===== src/rtl/boot_pkg.sv =====
// Shared definitions for the UART boot loader: FSM encodings and frame field widths.
package boot_pkg;

   localparam int unsigned MEM_WORDS_DEF = 512;
   localparam int unsigned LEN_W         = 16;
   localparam int unsigned CSUM_W        = 8;

   typedef enum logic [2:0] {
      S_LEN0,
      S_LEN1,
      S_DATA,
      S_CSUM,
      S_DONE,
      S_ERR
   } boot_state_t;

   typedef enum logic [1:0] {
      RX_IDLE,
      RX_START,
      RX_DATA,
      RX_STOP
   } rx_state_t;

endpackage


===== src/rtl/uart_rx_byte.sv =====
// 8N1 UART receiver: synchroniser, mid-bit sampling, one-cycle rx_valid / rx_ferr pulses.
module uart_rx_byte
   import boot_pkg::*;
#(
   parameter int unsigned CLKS_PER_BIT = 434
) (
   input  logic       clk,
   input  logic       rst_n,
   input  logic       uart_rx,
   output logic [7:0] rx_byte,
   output logic       rx_valid,
   output logic       rx_ferr
);

   localparam int unsigned CNT_W = $clog2(CLKS_PER_BIT + 1);
   localparam logic [CNT_W-1:0] HALF_LAST = CNT_W'(CLKS_PER_BIT / 2 - 1);
   localparam logic [CNT_W-1:0] BIT_LAST  = CNT_W'(CLKS_PER_BIT - 1);

   rx_state_t        state_q, state_d;
   logic [1:0]       sync_q;
   logic             prev_q;
   logic             rx_s;
   logic             fall;
   logic [CNT_W-1:0] cnt_q, cnt_d;
   logic [2:0]       bit_q, bit_d;
   logic [7:0]       sh_q, sh_d;
   logic             valid_q, valid_d;
   logic             ferr_q, ferr_d;

   assign rx_s     = sync_q[1];
   assign fall     = prev_q & ~rx_s;
   assign rx_byte  = sh_q;
   assign rx_valid = valid_q;
   assign rx_ferr  = ferr_q;

   always_ff @(posedge clk or negedge rst_n) begin
      if (!rst_n) begin
         sync_q  <= '1;
         prev_q  <= 1'b1;
         state_q <= RX_IDLE;
         cnt_q   <= '0;
         bit_q   <= '0;
         sh_q    <= '0;
         valid_q <= 1'b0;
         ferr_q  <= 1'b0;
      end else begin
         sync_q  <= {sync_q[0], uart_rx};
         prev_q  <= rx_s;
         state_q <= state_d;
         cnt_q   <= cnt_d;
         bit_q   <= bit_d;
         sh_q    <= sh_d;
         valid_q <= valid_d;
         ferr_q  <= ferr_d;
      end
   end

   always_comb begin
      state_d = state_q;
      cnt_d   = cnt_q + 1'b1;
      bit_d   = bit_q;
      sh_d    = sh_q;
      valid_d = 1'b0;
      ferr_d  = 1'b0;
      case (state_q)
         RX_IDLE: begin
            cnt_d = '0;
            if (fall) state_d = RX_START;
         end
         RX_START: begin
            // Re-check the line half a bit after the edge; a high level means a glitch.
            if (cnt_q == HALF_LAST) begin
               cnt_d = '0;
               bit_d = '0;
               state_d = rx_s ? RX_IDLE : RX_DATA;
            end
         end
         RX_DATA: begin
            if (cnt_q == BIT_LAST) begin
               cnt_d = '0;
               sh_d  = {rx_s, sh_q[7:1]};
               bit_d = bit_q + 1'b1;
               if (bit_q == 3'd7) state_d = RX_STOP;
            end
         end
         RX_STOP: begin
            if (cnt_q == BIT_LAST) begin
               cnt_d   = '0;
               state_d = RX_IDLE;
               valid_d = rx_s;
               ferr_d  = ~rx_s;
            end
         end
         default: state_d = RX_IDLE;
      endcase
   end

endmodule


===== src/rtl/uart_boot_loader.sv =====
// Loads a length-prefixed, XOR-checksummed image from UART into instruction memory,
// holding the core until the image is written and verified.
module uart_boot_loader
   import boot_pkg::*;
#(
   parameter int unsigned CLKS_PER_BIT = 434,
   parameter int unsigned MEM_WORDS    = MEM_WORDS_DEF
) (
   input  logic        clk,
   input  logic        rst_n,
   input  logic        uart_rx,
   output logic        imem_we,
   output logic [31:0] imem_addr,
   output logic [31:0] imem_wdata,
   output logic        cpu_hold,
   output logic        load_done,
   output logic        load_error,
   output logic [9:0]  words_loaded
);

   logic [7:0] rx_byte;
   logic       rx_valid;
   logic       rx_ferr;

   uart_rx_byte #(
      .CLKS_PER_BIT(CLKS_PER_BIT)
   ) u_rx (
      .clk      (clk),
      .rst_n    (rst_n),
      .uart_rx  (uart_rx),
      .rx_byte  (rx_byte),
      .rx_valid (rx_valid),
      .rx_ferr  (rx_ferr)
   );

   boot_state_t       state_q, state_d;
   logic [LEN_W-1:0]  len_q;
   logic [LEN_W-1:0]  len_full;
   logic [1:0]        lane_q;
   logic [CSUM_W-1:0] csum_q;
   logic [23:0]       word_buf;
   logic [9:0]        wl_q;
   logic              we_q;
   logic [31:0]       addr_q;
   logic [31:0]       wdata_q;

   assign len_full     = {rx_byte, len_q[7:0]};
   assign imem_we      = we_q;
   assign imem_addr    = addr_q;
   assign imem_wdata   = wdata_q;
   assign words_loaded = wl_q;
   assign cpu_hold     = (state_q != S_DONE);
   assign load_done    = (state_q == S_DONE);
   assign load_error   = (state_q == S_ERR);

   always_ff @(posedge clk or negedge rst_n) begin
      if (!rst_n) state_q <= S_LEN0;
      else        state_q <= state_d;
   end

   always_comb begin
      state_d = state_q;
      case (state_q)
         S_LEN0: if (rx_valid) state_d = S_LEN1;
         S_LEN1: begin
            if (rx_valid) begin
               if (len_full > LEN_W'(MEM_WORDS)) state_d = S_ERR;
               else if (len_full == '0)          state_d = S_CSUM;
               else                              state_d = S_DATA;
            end
         end
         // Leave during the final write cycle, when the counter is about to reach N.
         S_DATA: if (we_q && (LEN_W'(wl_q) + LEN_W'(1) == len_q)) state_d = S_CSUM;
         S_CSUM: if (rx_valid) state_d = (rx_byte == csum_q) ? S_DONE : S_ERR;
         S_DONE: state_d = S_DONE;
         S_ERR:  state_d = S_ERR;
         default: state_d = S_ERR;
      endcase
      if (rx_ferr && state_q != S_DONE && state_q != S_ERR) state_d = S_ERR;
   end

   always_ff @(posedge clk or negedge rst_n) begin
      if (!rst_n) begin
         len_q    <= '0;
         lane_q   <= '0;
         csum_q   <= '0;
         word_buf <= '0;
         wl_q     <= '0;
         we_q     <= 1'b0;
         addr_q   <= '0;
         wdata_q  <= '0;
      end else begin
         we_q <= 1'b0;
         if (we_q) wl_q <= wl_q + 1'b1;
         if (rx_valid) begin
            case (state_q)
               S_LEN0: begin
                  len_q[7:0] <= rx_byte;
                  csum_q     <= csum_q ^ rx_byte;
               end
               S_LEN1: begin
                  len_q[15:8] <= rx_byte;
                  csum_q      <= csum_q ^ rx_byte;
               end
               S_DATA: begin
                  csum_q <= csum_q ^ rx_byte;
                  lane_q <= lane_q + 1'b1;
                  case (lane_q)
                     2'd0: word_buf[7:0]   <= rx_byte;
                     2'd1: word_buf[15:8]  <= rx_byte;
                     2'd2: word_buf[23:16] <= rx_byte;
                     default: begin
                        we_q    <= 1'b1;
                        wdata_q <= {rx_byte, word_buf};
                        addr_q  <= {20'b0, wl_q, 2'b00};
                     end
                  endcase
               end
               default: ;
            endcase
         end
      end
   end

endmodule


===== config.mk =====
export PLATFORM = sky130hd
export DESIGN_NAME = uart_boot_loader
export DESIGN_NICKNAME = d
export VERILOG_FILES = /design/src/rtl/boot_pkg.sv /design/src/rtl/uart_rx_byte.sv /design/src/rtl/uart_boot_loader.sv
export SDC_FILE = /design/constraint.sdc
export NUM_CORES = 1
export LEC_CHECK = 0
export ABC_AREA = 1
export ABC_CLOCK_PERIOD_IN_PS = 1950
export BUFFER_PORTS_ARGS = -buffer_cell sky130_fd_sc_hd__buf_2
export CORE_MARGIN = 2
export CORE_UTILIZATION = 50
export CTS_BUF_LIST = sky130_fd_sc_hd__clkbuf_8 sky130_fd_sc_hd__clkbuf_16
export DETAILED_ROUTE_END_ITERATION = 10
export MAX_ROUTING_LAYER = met4
export PLACE_DENSITY = 0.73
export SYNTH_ARGS = -nofsm -noshare
export SYNTH_HDL_FRONTEND = slang
export SYNTH_SLANG_ARGS = --single-unit

===== constraint.sdc =====
create_clock -name clk -period 1.95 [get_ports clk]
set_input_delay 0.0975 -clock clk [delete_from_list [all_inputs] [get_ports clk]]
set_output_delay 0.0975 -clock clk [all_outputs]
set_load 0.05 [all_outputs]

-- After elaboration in Yosys (flattened, before gate mapping)
Index checks and enable logic that the tools add are counted.
- add/subtract/negate cells: 5
- magnitude comparators: 1
- eq/ne operators: 26
- multiplexer cells: 29
- bitwise logic cells: 4
- reduce and logical (&&, ||, !) cells: 23
- operator list (cell ; number):
    one-hot mux 9 bit (3 select lines) ; 1
    2-to-1 mux 3 bit ; 8
    2-to-1 mux 9 bit ; 2
    == test 11 x 16 -> 1 bit ; 1
    > comparator 16 x 10 -> 1 bit, second input constant ; 1
    zero test 16 bit ; 1
    one-hot mux 3 bit (5 select lines) ; 1
    AND reduction 3 bit ; 5
    2-to-1 mux 2 bit ; 6
    adder 10 x 1 -> 11 bit, second input constant ; 1
    adder 10 x 1 -> 10 bit, second input constant ; 1
    inequality test 2 x 1 -> 1 bit, second input constant ; 5
    AND reduction 2 bit ; 5
    adder 9 x 1 -> 9 bit, second input constant ; 1
    == test 3 bit, second input constant ; 3
    == test 9 x 8 -> 1 bit, second input constant ; 1
    == test 9 bit, second input constant ; 1
    2-to-1 mux 1 bit ; 9
    inequality test 3 x 2 -> 1 bit, second input constant ; 3
    inequality test 3 bit, second input constant ; 3
    == test 8 bit ; 1
    one-hot mux 2 bit (4 select lines) ; 1
    XOR 8 bit ; 1
    == test 2 bit, second input constant ; 3
    16 further kinds ; 23
- register bits after elaboration: 133
- output and inout port bits: 78
- logic and storage cells: 108

-- Logic depth before layout (Yosys ltp)
Gate-level depths: netlist of the first run.
- depth in word-level cells: 6
- gate-level depth with buffers: 17
- depth with buffers taken out: 17

-- Cells and area by module
From an unflattened synthesis of the first run, not the netlist that was laid out.
- cells, all modules: 712
- area, all modules: 6130.9 sq um
- modules (own cells, without submodules) (module ; times used ; cells an instance ; area an instance (sq um) ; sequential area each (sq um)):
    uart_boot_loader ; 1 ; 574 ; 4838.4 ; 2652.5
    uart_rx_byte ; 1 ; 138 ; 1292.5 ; 679.4

-- Least setup slack after synthesis of the first run
OpenSTA, ideal clock, no wires.
- kind: flip-flop to flip-flop
- start: reg wl_q[0], in the netlist words_loaded[0]
- end: reg state_q[0]
- arrival: 2003 ps
- required time: 1833 ps
- setup slack: -170 ps
- cell stages (with the launch flop): 17
- buffers on the path: 0
- period minus slack after synthesis: 2120 ps
- cells stage by stage: dfrtp_1 > ha_1 > nand2_2 > nor2_8 > nand2_1 > nand2_1 > nand3_2 > inv_2 > nor2_1 > nand2_1 > nor2_1 > nand2_1 > nand2_2 > nand2_2 > nand2_1 > nand2_1 > nand2_1
- longest elaborated chain between the ends: 5
- ends and longest elaborated chain (item ; RTL line ; RTL):
    from (decl) ; uart_boot_loader.sv:42 ; logic [9:0] wl_q;
    from (signal assigned) ; uart_boot_loader.sv:94 ; if (we_q) wl_q <= wl_q + 1'b1;
    adder 10 x 1 -> 11 bit ; uart_boot_loader.sv:73 ; S_DATA: if (we_q && (LEN_W'(wl_q) + LEN_W'(1) == len_q)) state_d = S_CSUM;
    == test 11 x 16 -> 1 bit ; uart_boot_loader.sv:73 ;
    logical AND 1 bit ; uart_boot_loader.sv:73 ;
    inequality test 3 bit (no source line) ; n/a ;
    AND reduction 4 bit (no source line) ; n/a ;
    to (signal assigned) ; uart_boot_loader.sv:58 ; else state_q <= state_d;
    to (decl) ; uart_boot_loader.sv:36 ; boot_state_t state_q, state_d;
No other way between the ends.
A chain may end at the register's enable or synchronous reset.

-- Worst setup path in the final report of the first run
Ends and elaborated chain as after synthesis.

==> impl_metrics.csv, run 1 <==
group,metric,value,unit
status,status,"finished, final reports clean",
pwr,ir_drop,1.10,mV
synthesis,netlist.area_leader.share,0.530,
worst_setup_path,r2r_start,"words_loaded[0]",
synthesis,ys_ff_latch,133,
timing,max_freq,574,MHz
detailed_routing,wl_per_cell,14.1,µm
worst_setup_path,path_common_cell,"nor2_1",
worst_setup_path,cp-endpoint,"state_q[0]",
timing,setup_violations,0,
worst_setup_path,worstPathRequired,2.26,ns
worst_setup_path,end_kind,"register",
worst_setup_path,rrSetupSlack,0.21,ns
detailed_routing,ant_nets,0,
layout,area_delta_synth_final,17.8,%
synthesis,netlist_area,6140,µm²
clock_tree,cts_sinks,133,
clock_tree,htree_num_levels,4,
timing,fin_crit_sh,0.894,
die,fp.dieH,115,µm
detailed_routing,vias,4784,
layout,antenna_cells,0,
global_routing,grt_use_total,0.222,
die,initial_utilization,0.511,
pwr,p_comb_frac,0.093,
min_path,hp-class,"input pin to asynchronous set/reset pin",
worst_setup_path,crit_chain,"ha_4 > inv_1 > nor2_1 > nor2_1 > nand2_1 > nor2_1 > nand3_1 > nor2_1 > nand2_1 > nor2_1 > nand2_1 > nand2_2 > nand2_2 > nand3_1 > nand2_1",
synthesis,yosysUniqueCellTypes,37,
pwr,switchingPower,1670,µW
clock_tree,cts.clk_slew.worst_paths,0.06,ns
timing,finalCriticalPeriod,1.74,ns
timing,worst_slack,0.207,ns
worst_setup_path,setup.worst_path.start,"words_loaded[0]",
timing,hold_slack,0.133,ns
global_routing,grt_overflow_total,0,
timing,slew_viol_final,0,
global_routing,grt_pass1_wl,22000,µm
timing,rsz0062_at_grt,"false",
worst_setup_path,max_stage_delay,0.42,ns
detailed_routing,drc_errors,0,
placement,pre_cts_ws,0.0485,ns
pwr,pwr-share-seq,0.442,
synthesis,synth.largest_area_cell,"dfrtp_1",
clock_tree,insertion_delay,0.42,ns
synthesis,synth.area.top_cells,"dfrtp_1 (53%), nand2_1 (14%), o21ai_0 (6.6%)",
die,num_rows,40,
worst_setup_path,cp.depth,15,
flow_run,drv_cap,0,
timing,final_hold_viol_count,0,
detailed_routing,viasPerCell,5.12,
worst_setup_path,criticalPathCategory,"register to register",
detailed_routing,dr.pass1.iters,5,
synthesis,syn_area_per_cell,8.77,µm²
worst_setup_path,reg2regPathDepth,15,
die,dieArea,13200,µm²
die,ios,81,
timing,fin_worst_skew,0.00739,ns
detailed_routing,finalWirelength,13200,µm
global_routing,grt_max_degree,60,
timing,fin_setup_tns,0,ns
worst_setup_path,cp-start-kind,"register",
placement,post-place-cells,899,
pwr,p_int,4840,µW
synthesis,seq_area_frac_synth,0.543,
placement,finalWeightedCongestion,0.854,
pwr,power_density,900,nW/µm²
worst_setup_path,cp_slowest_cell,"dfrtp_2",
worst_setup_path,worstPathArrival,2.05,ns
synthesis,syn_inst,700,
worst_setup_path,r2r-end,"state_q[0]",
pwr,clockPowerShare,0.466,
pwr,p_sw_frac,0.256,
pwr,p_leak,0.00378,µW
die,core,12000,µm²
worst_setup_path,cp_num_buf_inv,1,
layout,fin_nets,793,
detailed_routing,drt_iter0_markers,302,
layout,fillers,1006,
die,die_w,115,µm
clock_tree,cts_tree,"built",
worst_setup_path,path_delay_family,"simple AND/OR/NAND/NOR gates",
global_routing,antenna_found_initial,0,
layout,fin_cells,935,
timing,tightest_slew,0.543,ns
placement,port_buffers,58,
timing,slew_headroom,0.638,
layout,drive_above_1_share,0.179,
clock_tree,cts_buffers,17,
worst_setup_path,worstPathMaxFanout,3,
clock_tree,ctsRootBufferMaster,"clkbuf_16",
global_routing,grt_pass1_vias,4608,
synthesis,yosysWarnings,0,
placement,hpwlAfterDp,9010,µm
clock_tree,cts_buffer_depth,2,
==> area by class of cell <==
| cell class | instances | area (µm²) | area share |
|---|---|---|---|
| Sequential cell | 133 | 3330 | 0.461 |
| Multi-Input combinational cell | 490 | 2460 | 0.340 |
| Clock inverter | 11 | 103 | 0.0142 |
| Clock buffer | 20 | 467 | 0.0646 |
| Timing Repair Buffer | 74 | 455 | 0.0630 |
| Inverter | 60 | 225 | 0.0312 |
| Tap cell | 147 | 184 | 0.0254 |
==> state kept, by name (all words and copies together), names as in the netlist, 2 cells and up, named ones only <==
signal / flops
imem_wdata: 32
word_buf: 24
len_q: 16
imem_addr: 10
words_loaded: 10
u_rx.cnt_q: 9
csum_q: 8
u_rx.rx_byte: 8
state_q: 3
u_rx.bit_q: 3
lane_q: 2
u_rx.sync_q: 2
==> through the flow <==
stage               area [µm²]  power [µW]   util
finish                    7230        6510  0.602
global route              7230        6800  0.602
floorplan                 6220        3380      -
global placement          6580        3440  0.548
detailed placement        6580        3480  0.548
CTS                       7170        6530  0.597
==> cells by family after synthesis <==
kind of cell               share of synthesized area
and+or+nand+nor                                0.239
DFF                                            0.543
buffers and inverters                         0.0750
AOI/OAI and AO/OA                             0.0777
xor gates and xnor gates                      0.0214
adders and majority gates                     0.0285
muxes                                         0.0147
other                                       0.000611
==> worst reg2reg max path: stages, from the launching register on <==
cell	delay [ns]
dfrtp_2	0.42
ha_4	0.24
inv_1	0.07
nor2_1	0.05
nor2_1	0.10
nand2_1	0.06
nor2_1	0.08
nand3_1	0.08
nor2_1	0.09
nand2_1	0.05
nor2_1	0.08
nand2_1	0.08
nand2_2	0.07
nand2_2	0.06
nand3_1	0.07
nand2_1	0.05
==> placed cells by master, fill, tap and decap left out, drive strengths merged <==
cell type / count
a31oi: 1
xnor2: 2
mux2: 8
nor3: 10
a21oi: 8
bufinv: 1
clkinvlp: 3
dfstp: 3
clkbuf: 20
nand2: 238
nor2: 41
ha: 14
nor3b: 2
nand3: 27
dfrtp: 130
xor2: 13
nand4: 12
o21ai: 83
clkinv: 8
inv: 59
nor4: 2
a21boi: 1
or2: 2
nand3b: 3
a21o: 1
buf: 72
dlygate4sd3: 2
conb: 22
==> synthesized netlist by cell type (all sizes together) <==
library cell and count:
nand3b 3, nor3b 2, buf 28, a21boi 1, ha 14, or2 2, a21o 1, inv 58
a21oi 8, xnor2 2, nand4 12, nor2 41, xor2 13, dfrtp 130, clkinv 2, nand3 27
mux2 8, nand2 238, nor4 2, conb 1, clkbuf 10, nor3 10, a31oi 1, o21ai 83
dfstp 3
==> how the worst min path moves through the flow <==
stage,start,endpoint,slack [ns],cells after the start
floorplan,rst_n,asynchronous set/reset pin,-0.20,0
global placement,rst_n,imem_wdata[19],0.03,1
detailed placement,rst_n,imem_addr[3],0.03,1
CTS,rst_n,imem_wdata[24],0.13,2
global route,rst_n,imem_wdata[24],0.16,2
finish,rst_n,imem_wdata[24],0.13,2
==> metal layers <==
metal | wire (µm) | track usage | up-vias
met5 | 0 | - | -
met3 | 628 | 0.0611 | 18
met2 | 6460 | 0.344 | 119
li1 | - | - | 2337
met4 | 206 | 0.0787 | 0
met1 | 5860 | 0.284 | 2310
==> what timing repair did <==
item	CTS	global route
resized for setup	0	6
endpoints found under the hold margin	106	0
buffers inserted	0	3
hold buffers	2	0
endpoints found under the setup margin	0	22
==> power groups by stage <==
stage	logic (µW)	registers, µW	clock network, µW
after floorplan	469	2910	0
after global placement	525	2910	0
after detailed placement	562	2920	0
after CTS	573	2870	3080
after global routing	697	2880	3220
final	603	2880	3030
(Power assumes the default switching activity.)
==> inputs of run 2 (changes only) <==
Settings changed: CTS_BUF_LIST sky130_fd_sc_hd__clkbuf_8 sky130_fd_sc_hd__clkbuf_16 to sky130_fd_sc_hd__clkbuf_8.
==> impl_metrics.csv, run 2 (synthesized netlist as in run 1, its figures left out) <==
group,metric,value,unit
status,status,"finished, final reports clean",
worst_setup_path,reg2regPathDepth,15,
placement,post-place-cells,899,
timing,max_freq,569,MHz
detailed_routing,dr.pass1.iters,5,
detailed_routing,wl_per_cell,13.8,µm
worst_setup_path,worstPathArrival,2.09,ns
pwr,p_int,4090,µW
pwr,p_sw_frac,0.276,
layout,mostFrequentLayoutCells,"nand2_1 (229), dfrtp_1 (128), o21ai_0 (81)",
detailed_routing,viasPerCell,5.06,
worst_setup_path,rrSetupSlack,0.19,ns
clock_tree,htree_num_levels,4,
die,fp.dieH,115,µm
timing,tightest_slew,0.531,ns
timing,finalCriticalPeriod,1.76,ns
global_routing,grt_max_degree,60,
timing,slew_headroom,0.646,
die,num_rows,40,
global_routing,grt_pass1_vias,4553,
clock_tree,cts_buffers,17,
pwr,power_density,802,nW/µm²
timing,slew_viol_final,0,
clock_tree,cts_buffer_depth,2,
pwr,p_leak,0.00369,µW
layout,utilization,0.586,
global_routing,grt_use_total,0.216,
pwr,p_comb_frac,0.107,
layout,largest_reg_flops,32,
die,dieArea,13200,µm²
die,core,12000,µm²
global_routing,grt_pass1_wl,21400,µm
detailed_routing,drt_iter0_markers,279,
pwr,ir_drop,0.915,mV
placement,hpwlAfterDp,9010,µm
worst_setup_path,worstPathRequired,2.28,ns
clock_tree,cts_sinks,133,
worst_setup_path,criticalPathCategory,"register to register",
flow_run,drv_cap,0,
placement,port_buffers,58,
detailed_routing,ant_nets,0,
pwr,switchingPower,1560,µW
clock_tree,insertion_delay,0.44,ns
pwr,clockPowerShare,0.385,
timing,setup_violations,0,
layout,fin_nets,793,
timing,hold_slack,0.101,ns
die,die_w,115,µm
layout,design_area,7040,µm²
die,initial_utilization,0.511,
worst_setup_path,cp-start-kind,"register",
layout,fillers,1044,
detailed_routing,finalWirelength,12900,µm
layout,layout_commonest_cell,"nand2_1",
global_routing,grt_overflow_total,0,
clock_tree,ctsRootBufferMaster,"clkbuf_8",
worst_setup_path,end_kind,"register",
clock_tree,cts_tree,"built",
pwr,pwr-share-seq,0.508,
layout,antenna_cells,0,
placement,placed_cell_area,6580,µm²
layout,area_delta_synth_final,14.7,%
min_path,hp-class,"input pin to asynchronous set/reset pin",
layout,fin_cells,935,
clock_tree,cts.clk_slew.worst_paths,0.08,ns
timing,fin_setup_tns,0,ns
timing,fin_worst_skew,0.0105,ns
timing,fin_crit_sh,0.902,
placement,finalWeightedCongestion,0.854,
worst_setup_path,worstPathMaxFanout,3,
detailed_routing,vias,4731,
detailed_routing,drc_errors,0,
layout,drive_above_1_share,0.179,
die,ios,81,
global_routing,antenna_found_initial,0,
timing,final_hold_viol_count,0,
## run 2: cell counts in the layout (fill, tap and decap cells not counted)
Identical to the previous run, type by type.
## run 2: worst paths after layout
path,end,startpoint
max,state_q[0],words_loaded[0]
max reg2reg,state_q[0],words_loaded[0]
max in group asynchronous,imem_wdata[4],rst_n
min reg2reg,u_rx.sync_q[1],u_rx.sync_q[0]
min in group clk,u_rx.sync_q[0],uart_rx
min,imem_wdata[24],rst_n
## run 2: power by group through the flow
stage | Combinational [µW] | Sequential (µW) | Clock (µW)
after floorplan | 469 | 2910 | 0
after CTS | 569 | 2870 | 2220
after global routing | 692 | 2880 | 2350
after global placement | 525 | 2910 | 0
after detailed placement | 562 | 2920 | 0
final | 602 | 2870 | 2180
## run 2: per-layer routing
layer | GRT usage | wire length, µm | vias to the layer above | part of all wire
met5 | - | 0 | - | 0
li1 | - | - | 2335 | -
met4 | 0.0747 | 191 | 0 | 0.015
met1 | 0.279 | 5890 | 2278 | 0.46
met3 | 0.0596 | 571 | 14 | 0.044
met2 | 0.330 | 6220 | 104 | 0.48
## run 2: timing repair
item / 4_1_cts / 5_1_grt
resized for setup: 0 / 6
setup buffers: 0 / 3
hold buffers: 2 / 0
endpoints found under the hold margin: 131 / 0
setup endpoints to repair: 0 / 25
## run 2: area by class of cell
class | count | area, µm² | share of cell area
Timing Repair Buffer | 74 | 455 | 0.0647
Tap cell | 147 | 184 | 0.0261
Multi-Input combinational cell | 490 | 2460 | 0.350
Clock buffer | 20 | 275 | 0.0391
Inverter | 60 | 225 | 0.0320
Sequential cell | 133 | 3330 | 0.474
Clock inverter | 11 | 103 | 0.0146
## run 2: metrics by stage
| stage | setup slack [ns] | power [µW] |
|---|---|---|
| after floorplan | 0.0243 | 3380 |
| after global placement | 0.163 | 3440 |
| after detailed placement | 0.0485 | 3480 |
| after CTS | 0.0282 | 5660 |
| after global routing | -0.00818 | 5920 |
| final | 0.191 | 5650 |
## run 2: worst max-delay path, cell delays in order, from the launching register on
cell	delay, ns
dfrtp_2	0.43
ha_4	0.24
inv_1	0.07
nor2_1	0.05
nor2_1	0.10
nand2_1	0.06
nor2_1	0.08
nand3_1	0.08
nor2_1	0.09
nand2_1	0.05
nor2_1	0.08
nand2_1	0.08
nand2_2	0.07
nand2_2	0.06
nand3_1	0.07
nand2_1	0.05
